===== src/rtl/hazard_pkg.sv =====
// Shared types and helpers for the Tuse/Tnew hazard scoreboard.
// Entries are stored at a fixed maximum depth/width so the helpers stay parameter-free.
package hazard_pkg;
    localparam int SB_MAX = 7;   // deepest stage index a scoreboard may use
    localparam int SB_TW  = 4;   // stored Tnew width, must be >= the top-level TW
    localparam int SB_IW  = 3;   // width of a stage index 0..SB_MAX

    localparam logic [SB_TW-1:0] TUSE_NONE = '1;

    localparam int STG_E = 1;
    localparam int STG_M = 2;
    localparam int STG_W = 3;

    typedef struct packed {
        logic             valid;
        logic [4:0]       dst;
        logic [SB_TW-1:0] tnew;
        logic [4:0]       rs;
        logic [4:0]       rt;
        logic             use_rs;
        logic             use_rt;
        logic             md_start;
        logic             md_div;
        logic             mtc0_epc;
    } sb_entry_t;

    // Index 0 is always a null entry, so a "no match" result can be looked up safely.
    typedef sb_entry_t [SB_MAX:0] sb_tab_t;

    // Youngest (lowest-index) valid entry in lo..hi writing register r; 0 if none.
    function automatic logic [SB_IW-1:0] fwd_pick(input sb_tab_t ents, input logic [4:0] r,
                                                  input int lo, input int hi);
        logic [SB_IW-1:0] win;
        win = '0;
        for (int k = SB_MAX; k >= 1; k--)
            if (k >= lo && k <= hi && ents[k].valid && ents[k].dst != 5'd0 && ents[k].dst == r)
                win = SB_IW'(k);
        return win;
    endfunction

    function automatic sb_entry_t sb_age(input sb_entry_t e);
        sb_entry_t a;
        a      = e;
        a.tnew = (e.tnew == '0) ? '0 : e.tnew - SB_TW'(1);
        return a;
    endfunction
endpackage


===== src/rtl/hazard_scoreboard_md.sv =====
// HI/LO busy counter: loads the unit latency when a mult/div leaves E, counts down to idle.
module md_busy_ctr import hazard_pkg::*; #(
    parameter int MUL_LAT = 5,
    parameter int DIV_LAT = 10
) (
    input  logic clk_i,
    input  logic reset_i,
    input  logic start_i,
    input  logic is_div_i,
    output logic busy_o
);
    localparam int MAXL = (MUL_LAT > DIV_LAT) ? MUL_LAT : DIV_LAT;
    localparam int CW   = $clog2(MAXL + 1);

    logic [CW-1:0] cnt_q, cnt_d;

    always_comb begin
        cnt_d = cnt_q;
        if (start_i)
            cnt_d = is_div_i ? CW'(DIV_LAT) : CW'(MUL_LAT);
        else if (cnt_q != '0)
            cnt_d = cnt_q - CW'(1);
    end

    always_ff @(posedge clk_i or negedge reset_i)
        if (!reset_i) cnt_q <= '0;
        else          cnt_q <= cnt_d;

    assign busy_o = (cnt_q != '0);
endmodule


===== src/rtl/hazard_scoreboard.sv =====
// Tuse/Tnew stall-and-forward controller: a shifting scoreboard of pre-decoded entries
// for every stage past D, plus the HI/LO busy and eret/EPC interlocks.
module hazard_scoreboard import hazard_pkg::*; #(
    parameter  int NSTAGE  = 3,
    parameter  int TW      = 2,
    parameter  int MUL_LAT = 5,
    parameter  int DIV_LAT = 10,
    localparam int S       = $clog2(NSTAGE + 1)
) (
    input  logic          clk_i,
    input  logic          reset_i,      // active-low
    input  logic          d_valid_i,
    input  logic [4:0]    d_rs_i,
    input  logic [4:0]    d_rt_i,
    input  logic [TW-1:0] d_tuse_rs_i,
    input  logic [TW-1:0] d_tuse_rt_i,
    input  logic [4:0]    d_dst_i,
    input  logic [TW-1:0] d_tnew_i,
    input  logic          d_md_use_i,
    input  logic          d_md_start_i,
    input  logic          d_md_div_i,
    input  logic          d_eret_i,
    input  logic          d_mtc0_epc_i,
    input  logic          flush_i,
    output logic          stall_o,
    output logic          md_busy_o,
    output logic [S-1:0]  fwd_d_rs_o,
    output logic [S-1:0]  fwd_d_rt_o,
    output logic [S-1:0]  fwd_e_rs_o,
    output logic [S-1:0]  fwd_e_rt_o
);
    sb_entry_t [NSTAGE:1] ent_q;
    sb_entry_t            ent_d [NSTAGE:1];
    sb_tab_t              tab;
    sb_entry_t            e1, d_ent;
    logic                 md_busy, use_rs, use_rt, stall;
    logic                 stall_rs, stall_rt, stall_md, stall_eret;
    logic [SB_IW-1:0]     win_d_rs, win_d_rt, win_e_rs, win_e_rt;
    logic [NSTAGE-1:1]    epc_hit;

    always_comb begin
        tab           = '0;
        tab[NSTAGE:1] = ent_q;
    end

    assign e1     = ent_q[STG_E];
    assign use_rs = d_valid_i && (d_tuse_rs_i != TW'(TUSE_NONE));
    assign use_rt = d_valid_i && (d_tuse_rt_i != TW'(TUSE_NONE));

    // D operands look at every tracked stage, E operands only at stages behind E.
    assign win_d_rs = fwd_pick(tab, d_rs_i, STG_E, NSTAGE);
    assign win_d_rt = fwd_pick(tab, d_rt_i, STG_E, NSTAGE);
    assign win_e_rs = fwd_pick(tab, e1.rs,  STG_M, NSTAGE);
    assign win_e_rt = fwd_pick(tab, e1.rt,  STG_M, NSTAGE);

    assign stall_rs = use_rs && (tab[win_d_rs].tnew > SB_TW'(d_tuse_rs_i));
    assign stall_rt = use_rt && (tab[win_d_rt].tnew > SB_TW'(d_tuse_rt_i));
    assign stall_md = d_valid_i && d_md_use_i && (md_busy || (e1.valid && e1.md_start));

    // An EPC write in the last tracked stage has already reached CP0.
    for (genvar k = 1; k < NSTAGE; k++) begin : g_epc
        assign epc_hit[k] = ent_q[k].valid && ent_q[k].mtc0_epc;
    end
    assign stall_eret = d_valid_i && d_eret_i && (|epc_hit);

    assign stall = stall_rs || stall_rt || stall_md || stall_eret;

    assign fwd_d_rs_o = (use_rs && tab[win_d_rs].tnew == '0) ? S'(win_d_rs) : '0;
    assign fwd_d_rt_o = (use_rt && tab[win_d_rt].tnew == '0) ? S'(win_d_rt) : '0;
    assign fwd_e_rs_o = (e1.valid && e1.use_rs && tab[win_e_rs].tnew == '0) ? S'(win_e_rs) : '0;
    assign fwd_e_rt_o = (e1.valid && e1.use_rt && tab[win_e_rt].tnew == '0) ? S'(win_e_rt) : '0;

    always_comb begin
        d_ent          = '0;
        d_ent.valid    = 1'b1;
        d_ent.dst      = d_dst_i;
        d_ent.tnew     = SB_TW'(d_tnew_i);
        d_ent.rs       = d_rs_i;
        d_ent.rt       = d_rt_i;
        d_ent.use_rs   = use_rs;
        d_ent.use_rt   = use_rt;
        d_ent.md_start = d_md_start_i;
        d_ent.md_div   = d_md_div_i && d_md_start_i;
        d_ent.mtc0_epc = d_mtc0_epc_i;
    end

    assign ent_d[STG_E] = (d_valid_i && !stall && !flush_i) ? d_ent : '0;
    for (genvar k = 2; k <= NSTAGE; k++) begin : g_shift
        assign ent_d[k] = flush_i ? '0 : sb_age(ent_q[k-1]);
    end

    always_ff @(posedge clk_i or negedge reset_i)
        if (!reset_i) ent_q <= '0;
        else for (int k = 1; k <= NSTAGE; k++) ent_q[k] <= ent_d[k];

    md_busy_ctr #(.MUL_LAT(MUL_LAT), .DIV_LAT(DIV_LAT)) u_md (
        .clk_i    (clk_i),
        .reset_i  (reset_i),
        .start_i  (e1.valid && e1.md_start),
        .is_div_i (e1.md_div),
        .busy_o   (md_busy)
    );

    assign stall_o   = stall;
    assign md_busy_o = md_busy;
endmodule


===== config.mk =====
export PLATFORM = sky130hd
export DESIGN_NAME = hazard_scoreboard
export DESIGN_NICKNAME = d
export VERILOG_FILES = /design/src/rtl/hazard_pkg.sv /design/src/rtl/hazard_scoreboard_md.sv /design/src/rtl/hazard_scoreboard.sv
export SDC_FILE = /design/constraint.sdc
export NUM_CORES = 1
export LEC_CHECK = 0
export BUFFER_PORTS_ARGS = -buffer_cell sky130_fd_sc_hd__buf_2
export CORE_MARGIN = 2
export CORE_UTILIZATION = 45
export CTS_BUF_LIST = sky130_fd_sc_hd__clkbuf_2
export DETAILED_ROUTE_END_ITERATION = 12
export GPL_TIMING_DRIVEN = 0
export PLACE_DENSITY = 0.66
export SYNTH_ARGS = -nofsm -noshare
export SYNTH_HDL_FRONTEND = slang
export SYNTH_SLANG_ARGS = --single-unit

===== constraint.sdc =====
create_clock -name clk_i -period 7.5 [get_ports clk_i]
set_input_delay 0.75 -clock clk_i [delete_from_list [all_inputs] [get_ports clk_i]]
set_output_delay 0.75 -clock clk_i [all_outputs]
set_load 0.02 [all_outputs]

* Yosys cells after proc, flatten, opt, wreduce, memory -nomap -nowiden
Cells that the tools add are included.
** Operators by class
- Add/subtract/negate cells :: 3
- $lt $le $gt $ge :: 6
- Equal/unequal tests :: 12
- Multiplexer cells :: 30
- Reduce and logical (&&, ||, !) cells :: 51
** Operator list (count)
- binary-select mux 25 bit (select 3 bit) :: 4
- 2-to-1 mux 19 bit :: 4
- 2-to-1 mux 25 bit :: 3
- == test 5 bit :: 10
- logical AND 1 bit :: 33
- 2-to-1 mux 2 bit :: 14
- zero test 4 bit :: 6
- 2-to-1 mux 4 bit :: 5
- < comparator 2 x 4 -> 1 bit (second input constant) :: 4
- nonzero test 5 bit :: 3
- subtractor 4 x 1 -> 4 bit (second input constant) :: 3
- > comparator 4 x 2 -> 1 bit :: 2
- logical OR 1 bit :: 4
- inequality test 2 bit (second input constant) :: 2
- nonzero test 4 bit :: 1
- zero test 1 bit :: 2
- nonzero test 2 bit :: 1
- OR reduction 2 bit :: 1
** Storage, ports and cells
- Flip-flop bits (word level) :: 79
- Input bits :: 30
- Logic and storage cells :: 133

* Logic depth before layout (Yosys ltp)
- Depth in word-level cells :: 17
- Gate-level depth with buffers :: 15

* Modules after synthesis
A second synthesis with hierarchy kept.
** Second synthesis, totals
- Cells, all modules :: 296
- Area total of the unflattened synthesis :: 2897.8 µm²
** Modules (own cells, without submodules)
- hazard_scoreboard :: instances 1, cells an instance 275, area an instance 2661.3 µm², sequential area each 1076.0 µm²
- md_busy_ctr :: instances 1, cells an instance 21, area an instance 236.5 µm², sequential area each 100.1 µm²

* Worst setup path before layout
OpenSTA, ideal clock, no wires.
- Kind :: input -> output
- Start :: in d_rt_i[4]
- End :: out stall_o
- Arrival time :: 3509 ps
- Path slack :: 3241 ps
- Cell stages on the path :: 13
- Path buffers :: 1
- Path through :: xnor2_1 nand4_1 or3_1 buf_6 mux2_4 mux2_4 ha_1 nor2b_1 o21ai_0 o31ai_1 a21oi_2 a211oi_4 or2_2
** Between the ends
- Cells in the longest elaborated chain, start to end :: 12
- Elaborated cells on any way between the ends :: 16
** Ends and longest elaborated chain
- from (decl) :: line hazard_scoreboard.sv:14 : input logic [4:0] d_rt_i,
- == test 5 bit :: line hazard_pkg.sv:36 : if (k >= lo && k <= hi && ents[k].valid && ents[k].dst != 5'd0 && ents[k].dst == r)
- logical AND 1 bit :: line hazard_pkg.sv:36
- 2-to-1 mux 2 bit (2 in a row) :: line hazard_pkg.sv:36
- 2-to-1 mux 2 bit (*) :: line hazard_pkg.sv:36
- binary-select mux 25 bit (select 3 bit) (*) :: line hazard_scoreboard.sv:57 : assign stall_rt = use_rt && (tab[win_d_rt].tnew > SB_TW'(d_tuse_rt_i));
- 2-to-1 mux 19 bit (implied by the code) (*) :: line hazard_scoreboard.sv:57
- > comparator 4 x 2 -> 1 bit (*) :: line hazard_scoreboard.sv:57
- logical AND 1 bit (*) :: line hazard_scoreboard.sv:57
- logical OR 1 bit (*) (3 in a row) :: line hazard_scoreboard.sv:66 : assign stall = stall_rs || stall_rt || stall_md || stall_eret;
- to (decl) :: line hazard_scoreboard.sv:25 : output logic stall_o,
Every way passes the cells marked *; elsewhere a longest branch is shown, timed or not. The select of a mux whose other input is x is not followed.

* Worst setup path after layout
- Start :: reg ent_q[45] in the netlist's numbering
- End :: out stall_o
** Between the ends
- Cells in the longest elaborated chain, start to end :: 12
- Elaborated cells on any way between the ends :: 21
** Ends and longest elaborated chain
- from (decl) :: line hazard_scoreboard.sv:32 : sb_entry_t [NSTAGE:1] ent_q;
- from (signal assigned) :: line hazard_scoreboard.sv:93 : if (!reset_i) ent_q <= '0;
- nonzero test 5 bit :: line hazard_pkg.sv:36
- logical AND 1 bit (2 in a row) :: line hazard_pkg.sv:36
- 2-to-1 mux 2 bit (2 in a row) :: line hazard_pkg.sv:36
- binary-select mux 25 bit (select 3 bit) (on tied branches) :: line hazard_scoreboard.sv:56, hazard_scoreboard.sv:57
- 2-to-1 mux 19 bit (on tied branches) :: line hazard_scoreboard.sv:56, hazard_scoreboard.sv:57
- > comparator 4 x 2 -> 1 bit (on tied branches) :: line hazard_scoreboard.sv:56, hazard_scoreboard.sv:57
- logical AND 1 bit (on tied branches) :: line hazard_scoreboard.sv:56, hazard_scoreboard.sv:57
- logical OR 1 bit (*) (3 in a row) :: line hazard_scoreboard.sv:66
Marked as above.

==> metrics <==
outcome completed; leakage power 1.52 nW; fraction of registers with async set/reset 100%; num rows 29; maximum VDD drop 165 µV; mean number of vias per cell 5.39; Core Area 0.00639 mm²; CP startpoint kind flip-flop; most frequent cell after synthesis dfrtp_1; CP startpoint ent_q[45]; WL/cell 16.0 µm; crit-path max cell delay 550 ps; Die ar. 0.00731 mm²; post-route ant nets 0; Die H 85.5 µm; fmax 0.200 GHz; largest net degree at the start of global routing 48; Synth Flop Type dfrtp_1; Worst-Skew Late Latency 420 ps; crit-path cells buf_6 -> or4_4 -> nor2_1 -> or3_1 -> buf_6 -> mux2_4 -> mux2_4 -> ha_1 -> nor2b_1 -> o21ai_0 -> o31ai_1 -> a21oi_2 -> a211oi_4 -> or2_2 -> buf_2; CP max-delay cell or4_4; wl on met1 3170 µm; Chip Width 85.5 µm; worst rel slew slack 32.6%; min-delay worst type in -> async; post-synth cell types 46; DR top layer met4; routed wire length on met3 373 µm; post-synthesis cell area 0.00299 mm²; Post-synth top cells dfrtp_1 (47), nand2_1 (40), xnor2_1 (39); clk_skew 6.45 ps; nets 398; actual slew at the worst max-slew pin 1010 ps; Initial Util 46.8%; CTS root buf clkbuf_2; vias after detailed routing 2362; # DRC 0; R2R setup slack 3610 ps; post-synthesis sequential area ratio 39.3%; routed wl met2 3280 µm; reg2reg start ent_q[45]; Final Max Slew Viols 0; hold buffer count at CTS 0; Power Density 171 mW/mm²; post-synth top area share 39.3%; Req. time, crit path 6750 ps; setup violators final 0; crit path DAT 4250 ps; CTS Sinks 47; WS Path Type reg -> out; Final Hold Vio Count 0; setup ws final 2500 ps; CTS buffer count 5; Syn Nets 352; postcts setup bufs 0; initial antenna violation count 0; yosys warns 0; PostCTS Resize Cnt 0; vias in the first global route 2474; I/O Pins 40; number of diodes 0; area leader, netlist dfrtp_1; crit share post-route 66.7%; share of layout cells above drive strength 1 21.3%; area delta synth->final 11.9%; RePlAce Congestion 0.822; syn avg cell area 9.52 µm²; number of iterations in the first detailed-routing pass 4; Place WS 2700 ps; CTS tree yes; count of flip-flops with a built-in enable after synthesis 0; Max Root-Sink Buffers 2; synthesized flop and latch total 47; worst r2r path cells 15; Overall Global Routing Usage 20.8%; RSZ-0062 raised after global routing no; Initial DRC Count 135; post-DP HPWL 5540 µm; post-layout min period 5000 ps; CP endpoint kind output pin; setup TNS 0 ps; maximum fanout along the worst path 6; clk slew on worst S/H paths 230 ps; htree depth 2; worst reg2reg path endpoint e1[11]; port bufs 39; top post-synthesis cells by area dfrtp_1 (39%), xnor2_1 (11%), nand2_1 (5.0%); grt ovf 0; WL final 7010 µm; Max Cap Violations 0; first-pass GRT wire length 12000 µm; Gate Count Post-Synth 314; Worst Setup EP stall_o
==> through the flow <==
step / std cells / util [%] / total power, mW / area, µm² / hold WS, ps
final: 438 / 52.4 / 0.572 / 3350 / 463
after global routing: 438 / 52.4 / 0.606 / 3350 / 470
after CTS: 438 / 52.4 / 0.576 / 3350 / 479
after detailed placement: 430 / 51.4 / 0.441 / 3280 / 480
after global placement: 430 / 51.4 / 0.434 / 3280 / 477
after floorplan: 314 / - / 0.394 / 2990 / 430
==> registers in the layout, indices dropped and copies added (netlist names) <==
register,flops
e1,23
u_md.cnt_q,4
ent_q,20
==> critical path: cells and delay by family, from the launching register on <==
family	cells	cell delay, ps
muxes	2	570
and+or+nand+nor	5	1280
AOI/OAI and AO/OA	4	850
adders and majority gates	1	280
DFF	1	430
buffers and inverters	3	420
==> kinds of logic after synthesis <==
group,count (synthesis),share of synthesized area [%]
fa+ha+maj,8,3.35
flops,47,39.3
simple gates,142,25.1
buf+inv,31,6.32
xor+xnor,52,15.7
mux,7,2.72
other cells,1,0.125
compound gates,26,7.36
==> final cells by class <==
class	instances	area (µm²)
Timing Repair Buffer	39	195
Buffer	20	148
Clock inverter	3	38.8
Multi-Input combinational cell	236	1630
Sequential cell	47	1180
Fill cell	601	3040
Inverter	11	41.3
Tap cell	77	96.3
Clock buffer	5	25.0
==> power by group <==
group,switching [mW],leakage (nW),internal (mW)
Combinational,0.0811,0.847,0.0620
Sequential,0.0175,0.633,0.275
Clock,0.0820,0.0404,0.0548
Total,0.181,1.52,0.391
==> how the worst min path moves through the flow <==
stage / slack, ps / endpoint / start
after CTS: 480 / e1[22] / d_dst_i[3]
after detailed placement: 480 / ent_q[40] / e1[15]
after global placement: 480 / ent_q[40] / e1[15]
final: 460 / ent_q[70] / reset_i
after floorplan: 430 / ent_q[40] / e1[15]
after global routing: 470 / e1[22] / d_dst_i[3]
==> routing by layer <==
layer	vias to the layer above	track usage (%)
met5	-	0
li1	1153	-
met3	18	3.18
met1	1115	28.3
met4	0	7.79
met2	76	33.7
==> placed cells by master (no fill, tap or decap), types with 4 or more instances in the layout <==
| cell type | instances |
|---|---|
| a21oi_1 | 4 |
| buf_2 | 40 |
| buf_4 | 5 |
| buf_6 | 7 |
| clkbuf_1 | 7 |
| clkbuf_2 | 5 |
| dfrtp_1 | 47 |
| ha_1 | 8 |
| inv_1 | 11 |
| mux2i_1 | 4 |
| nand2_1 | 40 |
| nand3_1 | 14 |
| nand4_1 | 5 |
| nor2_1 | 11 |
| nor2b_1 | 17 |
| nor3_1 | 28 |
| nor3b_1 | 5 |
| nor4_1 | 6 |
| o21ai_0 | 6 |
| xnor2_1 | 39 |
| xor2_1 | 11 |
(Power assumes the default switching activity.)
